--- src/rtl/fc_layer_sequencer.sv ---
// fc_layer_sequencer
//   Computes one fully-connected layer with a single time-shared MAC.
//   For each output neuron n it streams N_IN activation/weight pairs from
//   synchronous (1-cycle latency) memories, adds the neuron's bias and
//   presents the result on a valid/ready output. Each neuron takes N_IN+3
//   cycles when the consumer is always ready.
//
// Ports
//   clk, rst         rising-edge clock, asynchronous active-high reset
//   start            begin a layer pass (sampled only while idle)
//   busy             high while a pass is in progress (low in the done cycle)
//   in_addr/in_data  activation memory read port, data 1 cycle after address
//   w_addr/w_data    weight memory read port, address n*N_IN+k
//   b_addr/b_data    bias memory read port, address n
//   out_valid/out_ready/out_data/out_idx
//                    one result per neuron, held while out_ready is low
//   done             one-cycle pulse at the end of the pass
module fc_layer_sequencer #(
  parameter int N_IN  = 3136,
  parameter int N_OUT = 10,
  parameter int IN_W  = 30,
  parameter int W_W   = 9,
  parameter int ACC_W = 38,
  localparam int IA_W = (N_IN > 1) ? $clog2(N_IN) : 1,
  localparam int WA_W = (N_IN * N_OUT > 1) ? $clog2(N_IN * N_OUT) : 1,
  localparam int BA_W = (N_OUT > 1) ? $clog2(N_OUT) : 1
) (
  input  logic                    clk,
  input  logic                    rst,
  input  logic                    start,
  output logic                    busy,
  output logic [IA_W-1:0]         in_addr,
  input  logic signed [IN_W-1:0]  in_data,
  output logic [WA_W-1:0]         w_addr,
  input  logic signed [W_W-1:0]   w_data,
  output logic [BA_W-1:0]         b_addr,
  input  logic signed [W_W-1:0]   b_data,
  output logic                    out_valid,
  input  logic                    out_ready,
  output logic signed [ACC_W-1:0] out_data,
  output logic [BA_W-1:0]         out_idx,
  output logic                    done
);

  localparam logic [2:0] S_IDLE  = 3'd0;
  localparam logic [2:0] S_MAC   = 3'd1;
  localparam logic [2:0] S_DRAIN = 3'd2;
  localparam logic [2:0] S_BIAS  = 3'd3;
  localparam logic [2:0] S_WRITE = 3'd4;
  localparam logic [2:0] S_DONE  = 3'd5;

  localparam logic [IA_W-1:0] K_LAST = IA_W'(N_IN - 1);
  localparam logic [IA_W-1:0] K_ONE  = IA_W'(1);
  localparam logic [BA_W-1:0] N_LAST = BA_W'(N_OUT - 1);

  logic [2:0]             state_q, state_d;
  logic [IA_W-1:0]        k_q, k_d;
  logic [BA_W-1:0]        n_q, n_d;
  logic [WA_W-1:0]        w_addr_q, w_addr_d;
  logic [ACC_W-1:0]       acc_q, acc_d;
  logic signed [W_W-1:0]  bias_q, bias_d;
  logic [ACC_W-1:0]       out_data_q, out_data_d;
  logic [BA_W-1:0]        out_idx_q, out_idx_d;
  logic                   busy_q, busy_d;
  logic                   out_valid_q, out_valid_d;
  logic                   done_q, done_d;

  logic [ACC_W-1:0]       prod;
  logic [ACC_W-1:0]       bias_ext;

  // The product is only ever used modulo 2^ACC_W, so multiplying the
  // sign-extended operands at ACC_W bits gives exactly the truncated (or
  // sign-extended) IN_W+W_W-bit product.
  assign prod     = ACC_W'(in_data) * ACC_W'(w_data);
  assign bias_ext = ACC_W'(bias_q);

  always_comb begin
    // NOTE: every combinational output gets a default here so no path
    // through the case statement can leave one unassigned and infer a latch.
    state_d    = state_q;
    k_d        = k_q;
    n_d        = n_q;
    w_addr_d   = w_addr_q;
    acc_d      = acc_q;
    bias_d     = bias_q;
    out_data_d = out_data_q;
    out_idx_d  = out_idx_q;

    case (state_q)
      S_IDLE: begin
        if (start) begin
          state_d  = S_MAC;
          k_d      = '0;
          n_d      = '0;
          w_addr_d = '0;
          acc_d    = '0;
        end
      end

      S_MAC: begin
        // Memory data lags the address by one cycle, so the first MAC
        // cycle has nothing to accumulate yet.
        if (k_q != '0) acc_d = acc_q + prod;
        // b_addr has been stable since the k=0 cycle.
        if (k_q == K_ONE) bias_d = b_data;
        if (k_q == K_LAST) begin
          state_d = S_DRAIN;
        end else begin
          k_d      = k_q + 1'b1;
          w_addr_d = w_addr_q + 1'b1;
        end
      end

      S_DRAIN: begin
        acc_d = acc_q + prod;
        // With a single input there is no k=1 cycle; the bias word is
        // still on b_data here because b_addr has not moved.
        if (N_IN == 1) bias_d = b_data;
        state_d = S_BIAS;
      end

      S_BIAS: begin
        acc_d      = acc_q + bias_ext;
        out_data_d = acc_q + bias_ext;
        out_idx_d  = n_q;
        state_d    = S_WRITE;
      end

      S_WRITE: begin
        if (out_ready) begin
          if (n_q != N_LAST) begin
            n_d      = n_q + 1'b1;
            k_d      = '0;
            acc_d    = '0;
            // w_addr sits at n*N_IN+N_IN-1, so +1 is the next neuron's base.
            w_addr_d = w_addr_q + 1'b1;
            state_d  = S_MAC;
          end else begin
            state_d = S_DONE;
          end
        end
      end

      S_DONE:  state_d = S_IDLE;
      default: state_d = S_IDLE;
    endcase
  end

  // Status outputs are registered from the next state so they line up with
  // the state they describe.
  always_comb begin
    busy_d      = (state_d == S_MAC) || (state_d == S_DRAIN) ||
                  (state_d == S_BIAS) || (state_d == S_WRITE);
    out_valid_d = (state_d == S_WRITE);
    done_d      = (state_d == S_DONE);
  end

  // NOTE: state uses non-blocking assignments so every flop samples the
  // pre-edge values regardless of statement order.
  // NOTE: the accumulator and bias are datapath registers but are still
  // reset, so an aborted pass leaves no stale partial sum behind.
  always_ff @(posedge clk or posedge rst) begin
    if (rst) begin
      state_q     <= S_IDLE;
      k_q         <= '0;
      n_q         <= '0;
      w_addr_q    <= '0;
      acc_q       <= '0;
      bias_q      <= '0;
      out_data_q  <= '0;
      out_idx_q   <= '0;
      busy_q      <= 1'b0;
      out_valid_q <= 1'b0;
      done_q      <= 1'b0;
    end else begin
      state_q     <= state_d;
      k_q         <= k_d;
      n_q         <= n_d;
      w_addr_q    <= w_addr_d;
      acc_q       <= acc_d;
      bias_q      <= bias_d;
      out_data_q  <= out_data_d;
      out_idx_q   <= out_idx_d;
      busy_q      <= busy_d;
      out_valid_q <= out_valid_d;
      done_q      <= done_d;
    end
  end

  // k and n double as the activation and bias addresses; they are
  // registers, so the addresses hold their last value outside MAC.
  assign in_addr   = k_q;
  assign w_addr    = w_addr_q;
  assign b_addr    = n_q;
  assign busy      = busy_q;
  assign out_valid = out_valid_q;
  assign out_data  = out_data_q;
  assign out_idx   = out_idx_q;
  assign done      = done_q;

endmodule

--- config.mk ---
export PLATFORM = sky130hd
export DESIGN_NAME = fc_layer_sequencer
export DESIGN_NICKNAME = d
export VERILOG_FILES = /design/src/rtl/fc_layer_sequencer.sv
export SDC_FILE = /design/constraint.sdc
export NUM_CORES = 1
export LEC_CHECK = 0
export BUFFER_PORTS_ARGS = -buffer_cell sky130_fd_sc_hd__buf_2
export CAP_MARGIN = 20
export CORE_ASPECT_RATIO = 0.75
export CORE_MARGIN = 4
export CORE_UTILIZATION = 40
export DETAILED_ROUTE_END_ITERATION = 10
export GPL_ROUTABILITY_DRIVEN = 0
export GPL_TIMING_DRIVEN = 0
export HOLD_SLACK_MARGIN = 0.08
export PLACE_DENSITY = 0.59
export SLEW_MARGIN = 20
export SYNTH_ARGS = -nofsm -noshare
export SYNTH_HDL_FRONTEND = slang
export SYNTH_SLANG_ARGS = --single-unit
export TNS_END_PERCENT = 1
--- constraint.sdc ---
create_clock -name clk -period 7.81 [get_ports clk]
set_input_delay 1.1715 -clock clk [delete_from_list [all_inputs] [get_ports clk]]
set_output_delay 1.1715 -clock clk [all_outputs]
set_load 0.05 [all_outputs]
==> metrics.yaml <==
run_status:
  status: "completed"
global_routing:
  first_global_vias: 13700
  antenna_found_initial: 1
  grt_max_degree: 75
  track_usage_pct: 20.0
  grt_pass1_wl_um: 73200
  grt-ovfl-total: 0
timing:
  max_freq_mhz: 140
  min_period_over_period_pct: 91.7
  hold_viol: 0
  worst_pin_slew_ns: 1.16
  rsz0062_at_grt: "false"
  fin_skew_ns: 0.00865
  setup-tns-final_ns: 0
  post-route-min-period_ns: 7.17
  slew_headroom_pct: 22.8
  slew_violations: 0
  setup_violations: 0
die:
  start_util_pct: 40.6
  ioPinCount: 128
  rows: 65
  core_area_um2: 42100
  die_h_um: 187
  die_w_um: 247
  die_area_um2: 46100
final_layout:
  mostFrequentLayoutCell: "inv_1"
  diodes: 0
  final_cell_mix: "inv_1, nand2_1, fa_1, ha_1, dfrtp_1"
  drive_gt1_share_pct: 7.33
  syn_to_final_growth_pct: 10.2
  fin_nets: 2523
synthesis:
  yosys_warnings: 0
  synth-seq-area-share_pct: 18.4
  synth_flop_cell: "dfrtp_1"
  synth.net_count: 2411
  async_reset_ff_share_pct: 100
  synth_cells: 1981
  synth.distinct_cells: 74
  ys_seq_elements: 126
  synth_edf_count: 0
  syn_area_per_cell_um2: 8.63
  netlist_area_um2: 17100
flow_run:
  maxCapViolations: 0
critical_path:
  end_kind: "register"
  crit_type: "primary input to register"
  crit_required_ns: 8.15
  crit_arrival_ns: 7.51
  critPathLaunchType: "primary input"
  worstPathMaxFanout: 10
clocking:
  cts_hold_buf: 0
  h-tree-depth: 4
  clk_latency_ns: 0.43
  cts_tree: "built"
  ctsResizeCount: 0
  cts.sinks: 126
  numCtsBuffers: 17
  clockBufferDepth: 2
  clk_pin_slew_ns: 0.05
  cts_setup_buffers: 0
  cts_root_buf: "clkbuf_16"
routing:
  vias: 13800
  post_drt_wl_per_cell_um: 17.0
  drt-pass1-iter-count: 5
  drt_iter0_markers: 899
  vias_per_cell: 5.17
  drc: 0
  wl_um: 45400
  drt.antenna.violating_nets: 0
min_path:
  hp-class: "register to register"
place:
  dp_hpwl_um: 38600
  io_buffers: 92
==> registers in the layout (all words and copies together) (netlist names), 3 cells and up <==
name / flops
out_data: 38
b_addr: 4
state_q: 3
in_addr: 12
bias_q: 9
out_idx: 4
w_addr: 15
acc_q: 38
==> logic make-up after synthesis <==
logic type | synth area share, %
and+or+nand+nor | 17.1
buffers and inverters | 9.38
adders and majority gates | 38.6
AOI/OAI and AO/OA | 11.5
DFF | 18.4
xor gates and xnor gates | 4.25
muxes | 0.827
==> cells in the mapped netlist, drive strengths merged (11+ instances only) <==
| cell type | instances | area [µm²] |
|---|---|---|
| inv | 335 | 1260 |
| nand2 | 332 | 1250 |
| fa | 248 | 4960 |
| ha | 130 | 1630 |
| dfrtp | 126 | 3150 |
| nor2 | 123 | 462 |
| clkbuf | 84 | 317 |
| a21oi | 83 | 423 |
| and2 | 81 | 508 |
| o21ai | 60 | 300 |
| xnor2 | 49 | 429 |
| a21o | 40 | 303 |
| a31oi | 36 | 225 |
| xor2 | 34 | 298 |
| nand3 | 23 | 115 |
| nand4 | 18 | 113 |
| nor3 | 17 | 85.1 |
| nand2b | 16 | 100 |
| a211oi | 13 | 103 |
| o21bai | 11 | 82.6 |
==> routing by layer <==
metal	up-vias	track usage [%]	share of wire [%]
li1	6482	-	-
met1	6954	28.5	45
met2	352	32.0	47
met3	33	4.36	6.6
met4	0	3.10	0.99
met5	-	0	0
==> critical path, cell delays in order <==
cell	delay [ns]
buf_2	0.25
clkinv_1	0.38
clkbuf_1	0.38
nor2_1	0.20
fa_1	0.46
fa_1	0.54
fa_1	0.44
fa_1	0.50
inv_1	0.05
fa_1	0.47
inv_1	0.04
ha_1	0.36
nand3_1	0.22
nor2_1	0.19
nor4_1	0.07
a21oi_1	0.56
a31oi_1	0.26
o21ai_1	0.34
a31oi_1	0.15
or3_1	0.32
a31oi_1	0.13
==> through the flow <==
stage          hold WS, ns  util, %  instance area (µm²)  cells  worst slack (ns)
2_1_floorplan        0.484        -                17100   1981              1.54
3_3_place_gp         0.456     43.4                18300   2642             0.363
3_5_place_dp         0.461     43.4                18300   2643             0.327
4_1_cts              0.473     44.7                18800   2671             0.766
5_1_grt              0.475     44.7                18800   2671             0.386
6_report             0.471     44.7                18800   2671             0.645
==> area by class of cell <==
class	count	area, µm²
repair buffers	93	488
well taps	569	712
plain buffers	89	339
flip-flops and latches	126	3150
clock inverters	8	70.1
inverters	337	1270
clock buffers	20	457
multi-input cells	1429	12300
fillers	4286	23300
==> worst paths after layout <==
check,from,to,slack [ns],cells after the start
min in group asynchronous,rst,out_data[2],0.75,2
min,out_data[6],out_data[6],0.47,2
max,w_data[8],acc_q[26],0.64,21
max in group asynchronous,rst,w_addr[0],6.33,3
min reg2reg,out_data[6],out_data[6],0.47,2
max reg2reg,acc_q[8],acc_q[26],3.15,17
Power is not shown: default switching activity piles up to over one toggle a cycle in this logic, so the estimate is an artifact.
